==> src/rtl/lsu_bus_bridge.sv <==
// rtl/lsu_bus_bridge.sv - CPU load/store to word-aligned valid/ready bus bridge
module lsu_bus_bridge #(
    parameter int unsigned TIMEOUT = 255
) (
    input  logic        clk,
    input  logic        rst,
    input  logic        MemRead,
    input  logic        MemWrite,
    input  logic [1:0]  MemSize,
    input  logic        MemSign,
    input  logic [31:0] addr,
    input  logic [31:0] wdata,
    output logic [31:0] rdata,
    output logic        stall,
    output logic        fault,
    output logic        bus_req_valid,
    input  logic        bus_req_ready,
    output logic        bus_we,
    output logic [31:0] bus_addr,
    output logic [31:0] bus_wdata,
    output logic [3:0]  bus_be,
    input  logic        bus_rsp_valid,
    input  logic [31:0] bus_rdata
);

    typedef enum logic [1:0] {IDLE, REQ, WAIT, DONE} state_t;

    localparam logic [15:0] TMAX = 16'(TIMEOUT - 1);

    state_t      state_q, state_d;
    logic [15:0] cnt_q, cnt_d;
    logic [1:0]  size_q, size_d;
    logic        sign_q, sign_d;
    logic [1:0]  off_q, off_d;
    logic [31:0] rdata_q, rdata_d;
    logic        fault_q, fault_d;
    logic        req_valid_q, req_valid_d;
    logic        we_q, we_d;
    logic [31:0] addr_q, addr_d;
    logic [31:0] wdata_q, wdata_d;
    logic [3:0]  be_q, be_d;

    logic        access;
    logic        misaligned;
    logic [3:0]  be_new;
    logic [31:0] wdata_new;
    logic [31:0] load_w;
    logic [31:0] load_ext;

    assign access = MemRead | MemWrite;
    assign stall  = access & (state_q != DONE);

    always_comb begin
        be_new     = 4'b1111;
        wdata_new  = wdata;
        misaligned = 1'b0;
        case (MemSize)
            2'b00: begin
                be_new    = 4'b0001 << addr[1:0];
                wdata_new = {4{wdata[7:0]}};
            end
            2'b01: begin
                be_new     = 4'b0011 << addr[1:0];
                wdata_new  = {2{wdata[15:0]}};
                misaligned = addr[0];
            end
            default: misaligned = (addr[1:0] != 2'b00);
        endcase
    end

    // Shift the addressed lane down to bit 0 before extending.
    always_comb begin
        load_w = bus_rdata >> {off_q, 3'b000};
        case (size_q)
            2'b00:   load_ext = {{24{sign_q & load_w[7]}}, load_w[7:0]};
            2'b01:   load_ext = {{16{sign_q & load_w[15]}}, load_w[15:0]};
            default: load_ext = load_w;
        endcase
    end

    always_comb begin
        state_d     = state_q;
        cnt_d       = cnt_q;
        size_d      = size_q;
        sign_d      = sign_q;
        off_d       = off_q;
        rdata_d     = '0;
        fault_d     = 1'b0;
        req_valid_d = req_valid_q;
        we_d        = we_q;
        addr_d      = addr_q;
        wdata_d     = wdata_q;
        be_d        = be_q;
        case (state_q)
            IDLE: begin
                if (access) begin
                    if ((MemRead & MemWrite) | misaligned) begin
                        state_d = DONE;
                        fault_d = 1'b1;
                    end else begin
                        state_d     = REQ;
                        cnt_d       = '0;
                        size_d      = MemSize;
                        sign_d      = MemSign;
                        off_d       = addr[1:0];
                        we_d        = MemWrite;
                        addr_d      = {addr[31:2], 2'b00};
                        wdata_d     = wdata_new;
                        be_d        = be_new;
                        req_valid_d = 1'b1;
                    end
                end
            end
            REQ: begin
                cnt_d = cnt_q + 16'd1;
                // The budget wins over a handshake landing on its final cycle.
                if (cnt_q == TMAX) begin
                    state_d     = DONE;
                    fault_d     = 1'b1;
                    req_valid_d = 1'b0;
                end else if (bus_req_ready) begin
                    state_d     = WAIT;
                    req_valid_d = 1'b0;
                end
            end
            WAIT: begin
                cnt_d = cnt_q + 16'd1;
                if (bus_rsp_valid) begin
                    state_d = DONE;
                    rdata_d = we_q ? 32'd0 : load_ext;
                end else if (cnt_q == TMAX) begin
                    state_d = DONE;
                    fault_d = 1'b1;
                end
            end
            DONE: state_d = IDLE;
            default: state_d = IDLE;
        endcase
    end

    always_ff @(posedge clk or negedge rst) begin
        if (!rst) begin
            state_q     <= IDLE;
            cnt_q       <= '0;
            size_q      <= '0;
            sign_q      <= 1'b0;
            off_q       <= '0;
            rdata_q     <= '0;
            fault_q     <= 1'b0;
            req_valid_q <= 1'b0;
            we_q        <= 1'b0;
            addr_q      <= '0;
            wdata_q     <= '0;
            be_q        <= '0;
        end else begin
            state_q     <= state_d;
            cnt_q       <= cnt_d;
            size_q      <= size_d;
            sign_q      <= sign_d;
            off_q       <= off_d;
            rdata_q     <= rdata_d;
            fault_q     <= fault_d;
            req_valid_q <= req_valid_d;
            we_q        <= we_d;
            addr_q      <= addr_d;
            wdata_q     <= wdata_d;
            be_q        <= be_d;
        end
    end

    assign rdata         = rdata_q;
    assign fault         = fault_q;
    assign bus_req_valid = req_valid_q;
    assign bus_we        = we_q;
    assign bus_addr      = addr_q;
    assign bus_wdata     = wdata_q;
    assign bus_be        = be_q;

endmodule

==> config.mk <==
export PLATFORM = sky130hd
export DESIGN_NAME = lsu_bus_bridge
export DESIGN_NICKNAME = d
export VERILOG_FILES = /design/src/rtl/lsu_bus_bridge.sv
export SDC_FILE = /design/constraint.sdc
export NUM_CORES = 1
export LEC_CHECK = 0
export BUFFER_PORTS_ARGS = -buffer_cell sky130_fd_sc_hd__clkbuf_2
export CORE_MARGIN = 2
export CORE_UTILIZATION = 49
export DETAILED_ROUTE_END_ITERATION = 6
export PLACE_DENSITY = 0.75
export SLEW_MARGIN = 20
export SYNTH_ARGS = -nofsm -noshare
export SYNTH_HDL_FRONTEND = slang
export SYNTH_SLANG_ARGS = --single-unit
==> constraint.sdc <==
create_clock -name clk -period 2.5 [get_ports clk]
set_input_delay 0.5 -clock clk [delete_from_list [all_inputs] [get_ports clk]]
set_output_delay 0.5 -clock clk [all_outputs]
set_load 0.005 [all_outputs]
# After elaboration in Yosys (flattened, before gate mapping)
# Cells that the tools add are included.
# classes
eq_ne,11
bitwise,7
muxes,27
n_reduce_logical,11
addsub,1
shift,3
# ops
op,n
32-bit one-hot mux with 2 select lines,2
32-bit 2-to-1 mux,3
16-bit 2-to-1 mux,2
16-bit one-hot mux with 2 select lines,1
32-bit by 5-bit >> shifter with 32-bit output,1
16-bit by 1-bit adder with 16-bit output (second input constant),1
16-bit by 8-bit == test with 1-bit output (second input constant),1
2-bit 2-to-1 mux,6
3-bit AND reduction,3
1-bit 2-to-1 mux,8
2-bit one-hot mux with 4 select lines,1
4-bit one-hot mux with 2 select lines,1
2-bit by 1-bit == test with 1-bit output (second input constant),3
2-bit zero test,3
2-bit != test (second input constant),3
3-bit != test (second input constant),2
2-bit nonzero test,3
1-bit AND,4
2-bit == test (second input constant),2
1-bit one-hot mux with 2 select lines,2
4-bit AND reduction,1
1-bit by 2-bit << shifter with 4-bit output (first input constant),1
2-bit by 2-bit << shifter with 4-bit output (first input constant),1
1-bit one-hot mux with 3 select lines,1
other kinds (3),4
# totals
reg_bits,124
in_bits,105
elab_cells,72
out_inout_bits,104

# Longest topological paths before layout
# Gate-level depths: netlist (run 1).
# logic_depth
word_depth,6
mapped_depth,9
depth_no_buf,6

# Least setup slack after synthesis (run 1)
# OpenSTA, ideal clock, no wires.
# synth_timing
path_type,input to register
startpoint,input port addr[0]
endpoint,register wdata_q[26] (netlist: bus_wdata[26])
setup_ns,0.126
path_buffers,3
setup_slack_ns,0.439
arrival_ns,1.935
t_required_ns,2.374
stages,6
path_cell_list,buf_6 > o21a_1 > or4_1 > clkbuf_1 > clkbuf_1 > a221o_1
# synth_via
elab_chain_len,5
# synth_lines
element,line_no,rtl
start: declaration,11,"input logic [31:0] addr,"
2-bit nonzero test,67,default: misaligned = (addr[1:0] != 2'b00);
1-bit one-hot mux with 2 select lines *,57,case (MemSize)
1-bit OR *,97,if ((MemRead & MemWrite) | misaligned) begin
1-bit NOT (no line) *,-,
3-bit AND reduction (no line) *,-,
end signal: assignment,166,wdata_q <= wdata_d;
end: declaration,40,"logic [31:0] wdata_q, wdata_d;"
# Every way passes the cells marked *; elsewhere a longest branch is shown, timed or not.
# A chain may end at the register's enable or synchronous reset.

# Worst setup path in the final report (run 1)
# layout_timing
startpoint,register state_q[1]
endpoint,register wdata_q[24] (netlist: bus_wdata[24])
# layout_via
elab_chain_len,2
# layout_lines
element,line_no,rtl
start: declaration,30,"state_t state_q, state_d;"
start signal: assignment,156,state_q <= state_d;
2-bit zero test,94,case (state_q)
3-bit AND reduction (no line),-,
# No other way between the ends.

==> impl_metrics.toml, run 1 <==
[setup_path]
r2r_start = "state_q[1]"
critPathKind = "reg -> reg"
end_kind = "register"
r2r-end = "bus_wdata[24]"
path_max_fanout = 72
startpoint_type = "register"
critPathRequiredTime_ns = 2.79
ff2ff_path_depth = 6
reg2reg_slack_ns = 0.11
cp.arrival_ns = 2.68

[synth]
avgSynthCellArea_um2 = 9.311
synth.distinct_cells = 54
synth.area.top_cells = "dfrtp_1, nand2_1, mux2i_1"
synthesis.area_mm2 = 0.005941
yosys_register_bits = 124
ys.flop_type = "dfrtp_1"
synth_edf_count = 0
synth_top_cell_by_area = "dfrtp_1"
ys_warn_count = 0
synth-async-reset-ratio = 1.000
yosys-top-cells-count = "nand2_1, dfrtp_1, o21ai_0, a21oi_1, mux2i_1"
netlist.area_leader.share = 0.5223
yosysMostFrequentCell = "nand2_1"
syn_inst = 638
ys_seq_area_frac = 0.5223

[routing]
drc = 0
finalWirelength_mm = 16.62
wire_per_inst_um = 16.63
postRouteAntennaNets = 0
via_per_inst = 5.502
first_iter_violations = 459
vias = 5496
dr.pass1.iters = 5

[clock_tree]
cts.htree.levels = 4
cts_tree = "done"
cts_made_buffers = 17
clk_pin_slew_worst_paths_ns = 0.05
postCtsSetupBuffers = 0
clk_latency_ns = 0.42
cts_buffer_depth = 2
cts-resized-gates = 0
hold_buffers = 0
cts-root-buf = "clkbuf_16"
cts_sinks = 124

[sta]
finClkSkew_ns = 0.006381
final.setup.tns_ns = 0
period_share = 0.9557
timing.slew.headroom = 0.3435
slew_viol_final = 0
rsz0062_at_grt = "false"
fmax_mhz = 418.6
worstMarginPinSlew_ns = 0.9573
post-route-min-period_ns = 2.389
hold_viol = 0
whs_ns = 0.1566
setup_slack_ns = 0.1108
setup_viol = 0

[layout]
post-route-cell-area_mm2 = 0.007759
n_fill_cell = 972
drive_gt1_frac = 0.3134
final_cells = 999
utilization = 0.6514
area_growth_pct = 30.60
nets = 953
diodes = 0

[status]
outcome = "finished clean"

[power_and_ir_drop]
leakagePower_nw = 4.037
p_seq_frac = 0.376
p_clk_frac = 0.280
p_comb_frac = 0.344
p_int_mw = 5.566
p_per_area_mw_per_mm2 = 1106
switching_power_mw = 3.018
total_power_mw = 8.583
ir_drop_mv = 0.6789
netSwitchingFraction = 0.3516

[place]
place_ws_ns = 0.1155
port_buffers = 206
place_hpwl_mm = 11.96
dp.cells = 969
place_area_mm2 = 0.007182
gp_congestion = 0.8888

[global_route]
grt_remaining_overflow = 0
grt_pass1_vias = 5352
antenna_found_initial = 0
grt_first_pass_wirelength_mm = 26.18
grt_max_degree = 73
track_usage = 0.2574

[floorplanning]
initial_utilization = 0.4987
rows = 40
die_y_um = 114.1
die_area_mm2 = 0.01302
io_pins = 209
die_width_um = 114.1
core_area_mm2 = 0.01191

[job]
cap_violations = 0

[hold_path]
hold_path_class = "in -> async"
worst max path at each step:
stage                                to  slack, ns       start  depth (start not counted)
after detailed placement  bus_wdata[24]       0.12     addr[0]                          5
after global placement    bus_wdata[27]       0.17     addr[0]                          5
after CTS                 bus_wdata[24]       0.12  state_q[1]                          6
final                     bus_wdata[24]       0.11  state_q[1]                          6
after floorplan           bus_wdata[26]       0.44     addr[0]                          6
after global routing      bus_wdata[24]       0.02  state_q[1]                          6
cell families (layout without fill, tap and decap cells):
logic type / after synthesis / in the layout / share of synthesized area
other: 1 / 2 / 0.0006312
DFF: 124 / 124 / 0.5223
xor gates and xnor gates: 3 / 3 / 0.004424
and+or+nand+nor: 277 / 277 / 0.2146
AOI/OAI and AO/OA: 136 / 136 / 0.1405
adders and majority gates: 7 / 7 / 0.01474
muxes: 39 / 39 / 0.06740
buffers and inverters: 51 / 264 / 0.03538
worst max-delay path, cell delays in order, from the launching register on:
cell,delay (ns)
dfrtp_1,0.42
inv_1,0.15
ha_1,0.19
inv_1,0.09
or4_2,0.76
buf_12,0.25
a221o_1,0.38
power groups by stage:
| stage | Combinational (mW) | Sequential (mW) | Clock [mW] |
|---|---|---|---|
| floorplan | 1.71 | 3.19 | 0 |
| finish | 2.96 | 3.23 | 2.40 |
| global route | 3.29 | 3.32 | 2.52 |
| CTS | 2.96 | 3.22 | 2.42 |
| global placement | 2.83 | 3.20 | 0 |
| detailed placement | 2.94 | 3.25 | 0 |
sequential cells by signal, indices dropped and copies added (netlist names):
name,count
rdata,32
bus_addr,30
cnt_q,16
sign_q,1
size_q,2
state_q,2
bus_we,1
bus_req_valid,1
fault,1
bus_wdata,32
bus_be,4
off_q,2
metal layers:
layer / routed length, µm / global-route usage
met3: 898 / 0.05770
met1: 6887 / 0.3185
met4: 346 / 0.09268
met2: 8485 / 0.4440
met5: 0 / 0
cell usage in the layout, fill, tap and decap left out, types with 3 or more instances in the layout:
cell type and instances:
a211oi_1 15, inv_1 10, nand4_1 5, clkbuf_2 205
clkbuf_16 17, and2_1 9, nor2b_1 17, buf_4 15
a221o_1 6, clkinv_2 4, o21ai_0 55, nand3_1 9
or3_1 4, and3_1 5, dfrtp_1 124, buf_12 4
or4_1 7, nor3_1 5, mux2_2 8, nand2_1 177
a21oi_1 33, mux2i_1 31, clkbuf_8 4, o31ai_1 8
a21o_1 3, and4_1 4, nor2_1 19, ha_1 7
area by class of cell:
cell class                      instances  area (µm²)  share of cell area
Tap cell                              147       183.9             0.02371
Inverter                               10       37.54            0.004838
Sequential cell                       124        3103              0.3999
Multi-Input combinational cell        464        2639              0.3401
Clock buffer                           23       488.0             0.06289
Clock inverter                          7       88.84             0.01145
Timing Repair Buffer                  224        1219              0.1571
Note: power is estimated with default switching activity, not from simulation.
==> run 2, diff against run 1 <==
Settings changed: PLACE_DENSITY 0.75 to 0.85.
==> run 2 against run 1 <==
  * Count of clock-buffer cells in the layout decreased by 2
  * Via count down 0.33%
  * Worst hold slack got worse by 0.027 ns
  * Core utilization decreased by 0.14 points
  * Register-to-register slack gained 0.03 ns
  * Power down 0.69%
  * Final cell count up 0.10%
  * Clock power fell by 2%
  * Sequential cell count unchanged
  * Sequential share of layout area grew 0.084 points
  * Die area did not move
  * Largest cell class unchanged
==> impl_metrics.toml, run 2 (synthesis gave the netlist of run 1 again) <==
[status]
outcome = "finished clean"

[setup_path]
end_kind = "register"
critPathRequiredTime_ns = 2.79
ff2ff_path_depth = 6
r2r_start = "state_q[1]"
cp.arrival_ns = 2.65
crit_start = "state_q[1]"
critPathKind = "reg -> reg"
startpoint_type = "register"
path_max_fanout = 63

[clock_tree]
hold_buffers = 0
clk_latency_ns = 0.42
cts_made_buffers = 17
cts-root-buf = "clkbuf_16"
clk_pin_slew_worst_paths_ns = 0.06
cts_sinks = 124
cts_tree = "done"
cts.htree.levels = 4
cts-resized-gates = 0
cts_buffer_depth = 2
postCtsSetupBuffers = 0

[routing]
wire_per_inst_um = 15.67
vias = 5478
drc = 0
via_per_inst = 5.478
wl_met2_mm = 7.646
finalWirelength_mm = 15.67
first_iter_violations = 551
dr.pass1.iters = 5
wl_met3_um = 992
routed.top_layer = "met4"
postRouteAntennaNets = 0
wl_met1_mm = 6.613

[sta]
hold_viol = 0
finClkSkew_ns = 0.01127
rsz0062_at_grt = "false"
timing.slew.headroom = 0.3355
post-route-min-period_ns = 2.358
fmax_mhz = 424.0
worstMarginPinSlew_ns = 0.9690
whs_ns = 0.1297
period_share = 0.9434
final.setup.tns_ns = 0
slew_viol_final = 0
setup_viol = 0

[layout]
final_cell_mix = "clkbuf_2, nand2_1, dfrtp_1, o21ai_0, a21oi_1"
final_cells = 1000
diodes = 0
drive_gt1_frac = 0.3130
n_fill_cell = 988
layout_commonest_cell = "clkbuf_2"
area_growth_pct = 30.33
nets = 952
post-route-cell-area_mm2 = 0.007742

[place]
place_hpwl_mm = 11.18
gp_congestion = 0.8747
place_area_mm2 = 0.007174
dp.cells = 968
port_buffers = 206

[global_route]
antenna_found_initial = 0
grt_first_pass_wirelength_mm = 25.08
grt_pass1_vias = 5034
track_usage = 0.2469
grt_max_degree = 125
grt_remaining_overflow = 0

[power_and_ir_drop]
p_seq_frac = 0.377
p_int_mw = 5.535
leakagePower_nw = 4.022
total_power_mw = 8.524
p_per_area_mw_per_mm2 = 1101
p_comb_frac = 0.346
netSwitchingFraction = 0.3506
switching_power_mw = 2.989
ir_drop_mv = 0.5761
p_clk_frac = 0.277

[floorplanning]
initial_utilization = 0.4987
die_y_um = 114.1
die_area_mm2 = 0.01302
core_area_mm2 = 0.01191
die_width_um = 114.1
io_pins = 209
rows = 40

[hold_path]
hold_path_class = "in -> async"

[job]
cap_violations = 0
run 2: changes by cell type in the layout (fill, tap and decap cells not counted):
cell,before,now
clkbuf_8,4,1
clkinvlp_4,0,2
buf_4,15,14
clkbuf_1,2,3
clkinv_2,4,5
inv_6,0,1
run 2: stage by stage:
step	setup WS (ns)	utilization
finish	0.1415	0.6500
global route	0.04309	0.6500
CTS	0.1632	0.6500
detailed placement	0.1324	0.6023
global placement	0.1669	0.6023
floorplan	0.4386	-
run 2: final timing paths:
check	endpoint	slack [ns]
min in group clk	bus_addr[29]	0.28
setup reg to reg	bus_wdata[24]	0.14
setup / recovery	bus_wdata[24]	0.14
max in group asynchronous	bus_wdata[23]	1.81
hold / removal	bus_addr[19]	0.13
hold reg to reg	bus_addr[22]	0.47
run 2: cell type report:
| type | instances | area (µm²) | share of cell area |
|---|---|---|---|
| clock buffer | 21 | 450.4 | 0.05818 |
| clock inverter | 11 | 117.6 | 0.01519 |
| inverter | 10 | 37.54 | 0.004848 |
| multi-input combinational | 464 | 2639 | 0.3408 |
| sequential | 124 | 3103 | 0.4008 |
| tap | 147 | 183.9 | 0.02376 |
| timing repair buffer | 223 | 1211 | 0.1564 |
run 2: power by group through the flow:
stage                     sequential (mW)  clock (mW)  combinational (mW)
after floorplan                      3.19           0                1.71
after global placement               3.22           0                2.88
after detailed placement             3.23           0                2.97
after CTS                            3.21        2.39                2.98
after global routing                 3.31        2.49                3.32
final                                3.22        2.36                2.95
run 2: worst max-delay path, stage by stage (launching register included):
cell and delay (ns):
dfrtp_1 0.42, inv_1 0.14, ha_1 0.20, inv_1 0.09, or4_2 0.76, buf_12 0.24
a221o_1 0.37
run 2: layer usage:
metal | global-route usage | up-vias
met3 | 0.07094 | 36
li1 | - | 2603
met2 | 0.3929 | 227
met4 | 0.09675 | 0
met1 | 0.3213 | 2612
met5 | 0 | -
==> run 3, diff against run 2 <==
Settings changed: PLACE_DENSITY 0.85 to 0.78.
==> run 3 against run 2 <==
  * Register-to-register slack improved by 0.02 ns
  * Worst setup slack improved by 0.025 ns
  * Design area rose by 0.53%
  * Via count rose by 1.1%
  * Sequential cell count did not move
  * Critical path type unchanged
  * Combinational power barely moved
  * Power rose by 2.0%
  * Routed wire length rose by 6.0%
  * Clock power rose by 4%
==> impl_metrics.toml, run 3 (synthesis gave the netlist of run 1 again) <==
[status]
outcome = "finished clean"

[sta]
fmax_mhz = 428.5
worstMarginPinSlew_ns = 0.5653
post-route-min-period_ns = 2.334
setup_viol = 0
setup_slack_ns = 0.1661
final.setup.tns_ns = 0
rsz0062_at_grt = "false"
hold_viol = 0
period_share = 0.9335
finClkSkew_ns = 0.006241
timing.slew.headroom = 0.6232
slew_viol_final = 0

[job]
cap_violations = 0

[layout]
area_growth_pct = 31.02
final_cells = 1002
utilization = 0.6535
nets = 954
layout_commonest_cell = "clkbuf_2"
drive_gt1_frac = 0.3181
diodes = 0
n_fill_cell = 993
final_cell_mix = "clkbuf_2, nand2_1, dfrtp_1, o21ai_0, a21oi_1"

[clock_tree]
cts_made_buffers = 17
postCtsSetupBuffers = 0
cts_sinks = 124
clk_pin_slew_worst_paths_ns = 0.06
cts-resized-gates = 0
clk_latency_ns = 0.41
cts.htree.levels = 4
cts_buffer_depth = 2
cts-root-buf = "clkbuf_16"
hold_buffers = 0
cts_tree = "done"

[global_route]
grt_max_degree = 52
grt_first_pass_wirelength_mm = 26.25
grt_remaining_overflow = 0
antenna_found_initial = 0
track_usage = 0.2574
grt_pass1_vias = 5396

[floorplanning]
io_pins = 209
die_area_mm2 = 0.01302
die_y_um = 114.1
core_area_mm2 = 0.01191
initial_utilization = 0.4987
die_width_um = 114.1
rows = 40

[setup_path]
path_max_fanout = 4
cp.arrival_ns = 2.68
startpoint_type = "register"
critPathKind = "reg -> reg"
end_kind = "register"
critPathRequiredTime_ns = 2.85

[place]
dp.cells = 970
gp_congestion = 0.8937
place_ws_ns = 0.1186
port_buffers = 206
place_hpwl_mm = 12.10

[routing]
finalWirelength_mm = 16.61
dr.pass1.iters = 5
wire_per_inst_um = 16.58
vias = 5537
first_iter_violations = 397
postRouteAntennaNets = 0
via_per_inst = 5.526
drc = 0

[hold_path]
hold_path_class = "in -> async"

[power_and_ir_drop]
leakagePower_nw = 4.033
ir_drop_mv = 0.5120
p_per_area_mw_per_mm2 = 1117
## run 3: per-layer routing
metal	vias up	GRT usage	wire (µm)
met5	-	0	0
met4	0	0.1203	486
met3	40	0.05558	957
met2	232	0.4274	8274
met1	2649	0.3230	6894
li1	2616	-	-
## run 3: cell type report
| cell class | count | area, µm² | share of cell area |
|---|---|---|---|
| inverters | 10 | 37.54 | 0.004822 |
| flip-flops and latches | 124 | 3103 | 0.3987 |
| repair buffers | 225 | 1226 | 0.1575 |
| well taps | 147 | 183.9 | 0.02363 |
| clock buffers | 19 | 452.9 | 0.05819 |
| multi-input cells | 464 | 2639 | 0.3390 |
| clock inverters | 13 | 141.4 | 0.01816 |
## run 3: worst paths after layout
path | cells past startpoint | endpoint | start | slack [ns]
worst max-delay path | 6 | cnt_q[4] | state_q[0] | 0.17
worst min-delay path | 1 | bus_addr[11] | rst | 0.02
worst max register to register | 6 | cnt_q[4] | state_q[0] | 0.17
worst min register to register | 2 | bus_addr[23] | bus_addr[23] | 0.47
max in group asynchronous | 2 | bus_wdata[16] | rst | 1.80
min in group clk | 3 | bus_addr[23] | addr[23] | 0.28
## run 3: power by group
group | internal (mW) | total, mW | switching, mW
registers | 2.73 | 3.27 | 0.544
clock network | 1.52 | 2.45 | 0.925
logic | 1.33 | 2.98 | 1.64
total | 5.59 | 8.70 | 3.11
## run 3: through the flow
step / cell area (µm²) / hold slack, ns / total power [mW]
final: 7784 / 0.01509 / 8.696
after global routing: 7784 / 0.03513 / 9.257
after CTS: 7784 / 0.02513 / 8.731
after detailed placement: 7189 / 0.4617 / 6.253
after global placement: 7189 / 0.4570 / 6.103
after floorplan: 5944 / 0.2044 / 4.897
## run 3: critical path: stages, from the launching register on
cell and delay (ns):
dfrtp_1 0.42, inv_1 0.14, ha_1 0.18, inv_1 0.08, or4_2 0.77, a2111oi_0 0.52, a211o_1 0.15
